**src/rtl/axi_wr_slave.sv**
```systemverilog
// -----------------------------------------------------------------------------
// axi_wr_slave
//
// AXI write-channel responder. Accepts one burst at a time on AW, absorbs
// exactly len+1 W beats, writes writable beats into a word-wide SRAM port one
// cycle after each W handshake, and returns a single B response per burst.
//
// Ports:
//   clk, rst                 clock and synchronous active-high reset
//   aw_valid/aw_ready        AW handshake
//   aw_addr/burst/len/size/id  burst descriptor (captured on AW handshake)
//   w_valid/w_ready          W handshake
//   w_data/w_strb/w_last     write beat payload
//   b_valid/b_ready          B handshake
//   b_resp/b_id              response code (OKAY/SLVERR/DECERR) and echoed ID
//   mem_we/mem_addr/mem_wdata/mem_wstrb  registered SRAM write port
// -----------------------------------------------------------------------------
module axi_wr_slave #(
   parameter int DATA_W = 256,
   parameter int MEM_AW = 10
) (
   input  logic                clk,
   input  logic                rst,
   input  logic                aw_valid,
   output logic                aw_ready,
   input  logic [31:0]         aw_addr,
   input  logic [1:0]          aw_burst,
   input  logic [7:0]          aw_len,
   input  logic [2:0]          aw_size,
   input  logic [7:0]          aw_id,
   input  logic                w_valid,
   output logic                w_ready,
   input  logic [DATA_W-1:0]   w_data,
   input  logic [DATA_W/8-1:0] w_strb,
   input  logic                w_last,
   output logic                b_valid,
   input  logic                b_ready,
   output logic [1:0]          b_resp,
   output logic [7:0]          b_id,
   output logic                mem_we,
   output logic [MEM_AW-1:0]   mem_addr,
   output logic [DATA_W-1:0]   mem_wdata,
   output logic [DATA_W/8-1:0] mem_wstrb
);

   localparam int SW = DATA_W / 8;

   typedef enum logic [1:0] {IDLE = 2'd0, DATA = 2'd1, RESP = 2'd2} state_t;

   state_t              state_q, state_d;
   // Current beat address kept as a 32-byte word index (byte addr >> 5), so
   // a +1 increment wraps exactly like a 32-bit byte address.
   logic [26:0]         waddr_q, waddr_d;
   logic                fixed_q, fixed_d;
   logic                unsup_q, unsup_d;
   logic [7:0]          len_q, len_d;
   logic [7:0]          id_q, id_d;
   logic [7:0]          beat_q, beat_d;
   logic                slverr_q, slverr_d;
   logic                decerr_q, decerr_d;
   logic                b_valid_q, b_valid_d;
   logic [1:0]          b_resp_q, b_resp_d;
   logic [7:0]          b_id_q, b_id_d;
   logic                mem_we_q, mem_we_d;
   logic [MEM_AW-1:0]   mem_addr_q, mem_addr_d;
   logic [DATA_W-1:0]   mem_wdata_q, mem_wdata_d;
   logic [SW-1:0]       mem_wstrb_q, mem_wstrb_d;

   logic in_range;
   logic is_last;

   // The start address is aligned down to a word, so the byte-lane bits of
   // aw_addr carry no information here.
   logic unused_addr_lsb;
   assign unused_addr_lsb = ^aw_addr[4:0];

   assign aw_ready  = (state_q == IDLE) & ~rst;
   assign w_ready   = (state_q == DATA) & ~rst;
   assign b_valid   = b_valid_q;
   assign b_resp    = b_resp_q;
   assign b_id      = b_id_q;
   assign mem_we    = mem_we_q;
   assign mem_addr  = mem_addr_q;
   assign mem_wdata = mem_wdata_q;
   assign mem_wstrb = mem_wstrb_q;

   // A word index is in range when every bit above the SRAM address is zero.
   assign in_range = ~|waddr_q[26:MEM_AW];
   assign is_last  = (beat_q == len_q);

   always_comb begin
      state_d     = state_q;
      waddr_d     = waddr_q;
      fixed_d     = fixed_q;
      unsup_d     = unsup_q;
      len_d       = len_q;
      id_d        = id_q;
      beat_d      = beat_q;
      slverr_d    = slverr_q;
      decerr_d    = decerr_q;
      b_valid_d   = b_valid_q;
      b_resp_d    = b_resp_q;
      b_id_d      = b_id_q;
      mem_we_d    = 1'b0;
      mem_addr_d  = mem_addr_q;
      mem_wdata_d = mem_wdata_q;
      mem_wstrb_d = mem_wstrb_q;

      case (state_q)
         IDLE: begin
            if (aw_valid && aw_ready) begin
               waddr_d  = aw_addr[31:5];
               fixed_d  = (aw_burst == 2'd0);
               // Only FIXED/INCR at full bus width are served; anything
               // else is drained without writing and answered with SLVERR.
               unsup_d  = (aw_burst[1] == 1'b1) || (aw_size != 3'd5);
               slverr_d = unsup_d;
               decerr_d = 1'b0;
               len_d    = aw_len;
               id_d     = aw_id;
               beat_d   = 8'd0;
               state_d  = DATA;
            end
         end
         DATA: begin
            if (w_valid && w_ready) begin
               if (!in_range) begin
                  decerr_d = 1'b1;
               end else if (!unsup_q) begin
                  mem_we_d    = 1'b1;
                  mem_addr_d  = waddr_q[MEM_AW-1:0];
                  mem_wdata_d = w_data;
                  mem_wstrb_d = w_strb;
               end
               // Beat count, not w_last, ends the burst; a disagreeing
               // w_last only flags the error.
               if (w_last != is_last) begin
                  slverr_d = 1'b1;
               end
               if (!fixed_q) begin
                  waddr_d = waddr_q + 27'd1;
               end
               beat_d = beat_q + 8'd1;
               if (is_last) begin
                  state_d   = RESP;
                  b_valid_d = 1'b1;
                  b_id_d    = id_q;
                  b_resp_d  = slverr_d ? 2'd2 : (decerr_d ? 2'd3 : 2'd0);
               end
            end
         end
         RESP: begin
            if (b_ready) begin
               b_valid_d = 1'b0;
               state_d   = IDLE;
            end
         end
         default: begin
            state_d = IDLE;
         end
      endcase
   end

   always_ff @(posedge clk) begin
      if (rst) begin
         state_q     <= IDLE;
         waddr_q     <= '0;
         fixed_q     <= 1'b0;
         unsup_q     <= 1'b0;
         len_q       <= '0;
         id_q        <= '0;
         beat_q      <= '0;
         slverr_q    <= 1'b0;
         decerr_q    <= 1'b0;
         b_valid_q   <= 1'b0;
         b_resp_q    <= '0;
         b_id_q      <= '0;
         mem_we_q    <= 1'b0;
         mem_addr_q  <= '0;
         mem_wdata_q <= '0;
         mem_wstrb_q <= '0;
      end else begin
         state_q     <= state_d;
         waddr_q     <= waddr_d;
         fixed_q     <= fixed_d;
         unsup_q     <= unsup_d;
         len_q       <= len_d;
         id_q        <= id_d;
         beat_q      <= beat_d;
         slverr_q    <= slverr_d;
         decerr_q    <= decerr_d;
         b_valid_q   <= b_valid_d;
         b_resp_q    <= b_resp_d;
         b_id_q      <= b_id_d;
         mem_we_q    <= mem_we_d;
         mem_addr_q  <= mem_addr_d;
         mem_wdata_q <= mem_wdata_d;
         mem_wstrb_q <= mem_wstrb_d;
      end
   end

endmodule

```
**config.mk**
```make
export PLATFORM = sky130hd
export DESIGN_NAME = axi_wr_slave
export DESIGN_NICKNAME = d
export VERILOG_FILES = /design/src/rtl/axi_wr_slave.sv
export SDC_FILE = /design/constraint.sdc
export NUM_CORES = 1
export LEC_CHECK = 0
export CORE_AREA = 2 2 257 259
export CTS_BUF_LIST = sky130_fd_sc_hd__clkbuf_16
export DETAILED_ROUTE_END_ITERATION = 8
export DIE_AREA = 0 0 259 261
export HOLD_SLACK_MARGIN = 0.03
export PLACE_DENSITY = 0.58
export SYNTH_ARGS = -nofsm -noshare
export SYNTH_HDL_FRONTEND = slang
export SYNTH_SLANG_ARGS = --single-unit
```
**constraint.sdc**
```tcl
create_clock -name clk -period 2 [get_ports clk]
set_input_delay 0.4 -clock clk [delete_from_list [all_inputs] [get_ports clk]]
set_output_delay 0.4 -clock clk [all_outputs]
set_load 0.01 [all_outputs]
```
==> results.py <==
metrics = {
    "status": {
        "status": "finished clean",
    },
    "floorplan": {
        "dieHeight_um": 261,
        "pin_count": 659,
        "start_util_pct": 21.1,
        "core_um2": 65000,
        "rows": 94,
        "die_w_um": 259,
        "die_area_um2": 67600,
    },
    "worst_setup_path": {
        "crit_fanout": 2,
        "start_kind": "register",
        "cp_num_buf_inv": 1,
        "slowest_stage": "clkdlybuf4s50_1",
        "worstSetupEndpointType": "output port",
        "cp_top_family": "buffers and inverters",
        "crit_required_ns": 1.60,
        "crit_type": "reg -> out",
        "worst_ep_arrival_time_ns": 1.55,
        "cp_cell_sequence": "clkdlybuf4s50_1",
        "slowest_delay_ns": 0.61,
    },
    "sta": {
        "drv_slew": 0,
        "max_freq_ghz": 0.513,
        "slew-limit-headroom_pct": 51.8,
        "rsz0062_at_grt": "true",
        "hold_ws_ns": 0.105,
        "min_period_ns": 1.95,
        "hold_violations": 0,
        "setup_ws_ns": 0.0509,
        "worst_pin_slew_ns": 0.723,
        "finalCritPeriodShare_pct": 97.5,
        "clock_skew_ns": 0.0167,
        "finalSetupViolCount": 0,
    },
    "power": {
        "powerDensity_nw_per_um2": 730,
        "p_leak_nw": 8.24,
        "vdd_ir_drop_max_uv": 531,
    },
    "clock_tree": {
        "clk_path_buf_depth": 3,
        "clk_latency_ns": 0.55,
        "clock-root-buffer": "clkbuf_16",
        "cts_tree": "built",
        "cts_made_buffers": 43,
        "cts_htree_levels": 2,
        "clock-sinks": 367,
        "clk_pin_slew_ns": 0.06,
    },
    "global_routing": {
        "grt_pass1_vias": 14031,
        "grt_pass1_wl_mm": 80.9,
        "grt_use_total_pct": 15.1,
        "grt_max_degree": 140,
        "antenna_found_initial": 11,
        "grt_overflow_total": 0,
    },
    "logic_synthesis": {
        "synth_area_leaders": "dfxtp_1 54%, nand2_1 18%, a21oi_1 12%, clkbuf_1 2.2%, nand3_1 1.3%",
        "synth_top_area_share_pct": 53.6,
        "ys_seq_area_share_pct": 53.6,
        "yosysMostFrequentCell": "nand2_1",
        "yosysTopAreaCell": "dfxtp_1",
        "synth_cell_types": 65,
        "ys_ff_latch": 367,
        "yosysWarnings": 0,
        "syn_area_um2": 13700,
        "synthTopCellsByCount": "661 x nand2_1, 367 x dfxtp_1, 319 x a21oi_1, 80 x clkbuf_1, 38 x nor2_1",
        "synth_edf_count": 0,
        "syn-num-nets": 2083,
        "ys_async_sr_fraction_pct": 0,
        "netlist_instances": 1734,
        "postSynthAreaPerCell_um2": 7.90,
        "synth_flop_cell": "dfxtp_1",
    },
    "routing": {
        "drtIter0Drc": 895,
        "wl_per_cell_um": 17.0,
        "vias_per_cell": 4.35,
        "drt_pass1_iterations": 5,
        "drt-total-wl_mm": 56.7,
        "antenna_left": 0,
        "via_count": 14520,
        "post-route-drc-count": 0,
    },
    "run": {
        "maxCapViolations": 0,
    },
    "cells_and_area": {
        "syn_to_final_growth_pct": 72.6,
        "final_nets": 2779,
        "drive_above_1_share_pct": 8.73,
    },
    "worst_hold_path": {
        "hold_path_class": "in -> reg",
    },
    "place": {
        "gp_congestion": 0.848,
        "place_ws_ns": -0.193,
        "dp_hpwl_mm": 41.4,
        "port_buffers": 653,
    },
}
## per-stage QoR
step	instances	cell area, um^2	utilization, %	total power, mW	TNS [ns]
after global placement	3230	21800	33.5	9.60	-7.21
after CTS	3309	23200	35.7	17.5	0
after floorplan	1734	13700	-	8.36	0
final	3335	23700	36.4	17.3	0
after detailed placement	3230	21800	33.5	9.62	-11.36
after global routing	3333	23600	36.4	18.0	-1.20
## layout by cell type (no fill, tap or decap), types with 4 or more instances in the layout
cell type	Yosys	layout
clkbuf_16	0	55
clkinv_1	0	12
o21ai_0	33	33
nand3_1	36	34
buf_4	19	86
clkinv_2	0	6
xor2_1	14	14
a31oi_1	7	7
nor4_1	11	7
a21o_1	5	5
buf_6	6	7
nand2b_1	4	4
dlygate4sd2_1	0	4
diode_2	0	7
a21oi_2	0	4
and3_1	10	9
a21oi_1	319	315
nand2_1	661	660
o311ai_0	4	4
nor2_1	38	38
buf_12	0	22
clkdlybuf4s50_1	0	642
dlymetal6s2s_1	0	4
bufinv_16	0	4
nor3_1	6	5
dfxtp_1	367	366
or3_1	5	5
inv_1	6	16
nand4_1	13	13
## path summary, 6_finish.rpt
check / slack [ns] / end / cells after the start / from
worst max-delay path: 0.05 / mem_wdata[236] / 1 / mem_wdata[236]
worst min-delay path: 0.11 / waddr_q[25] / 2 / rst
worst max register to register: 0.06 / mem_wdata[202] / 8 / waddr_q[14]
worst min register to register: 0.45 / mem_wstrb[19] / 2 / mem_wstrb[19]
## metal layers
layer	part of all wire [%]	track usage (%)
met5	0.019	0
met2	48	25.5
met3	8.7	5.42
met1	40	17.7
met4	2.9	5.52
## final cells by class
cell class	instances	area (um^2)
clock buffers	45	1130
fillers	6621	41400
repair buffers	781	8030
diodes	7	17.5
flip-flops and latches	367	7350
clock inverters	34	249
multi-input cells	1229	5760
well taps	864	1080
inverters	8	32.5
## report_power, final
part / internal [mW] / switching [mW]
clock: 4.56 / 3.16
combinational: 1.14 / 0.807
sequential: 7.47 / 0.115
## flip-flops by register name, indices dropped and copies added (netlist names)
| name | count |
|---|---|
| mem_wstrb | 32 |
| len_q | 8 |
| decerr_q | 1 |
| mem_we | 1 |
| beat_q | 8 |
| waddr_q | 27 |
| unsup_q | 1 |
| id_q | 8 |
| b_resp | 2 |
| b_valid | 1 |
| slverr_q | 1 |
| b_id | 8 |
| mem_addr | 10 |
| mem_wdata | 256 |
| fixed_q | 1 |
| state_q | 2 |
## timing repair
action | CTS | global route
hold buffers | 0 | 0
setup endpoints to repair | 170 | 240
setup buffers | 0 | 6
resized for setup | 15 | 25
gates cloned | 0 | 13
pin swaps | 0 | 3
## kinds of logic (layout without fill, tap and decap cells)
| family | Yosys count | after routing | share of synthesized area, % |
|---|---|---|---|
| AOI/OAI and AO/OA | 400 | 400 | 15.7 |
| xor gates and xnor gates | 15 | 15 | 0.959 |
| adders and majority gates | 2 | 2 | 0.183 |
| muxes | 4 | 4 | 0.320 |
| buffers and inverters | 138 | 868 | 5.01 |
| and+or+nand+nor | 808 | 808 | 24.2 |
| other | 0 | 7 | 0 |
| DFF | 367 | 367 | 53.6 |
No activity file was read; power rests on OpenSTA's default activity.
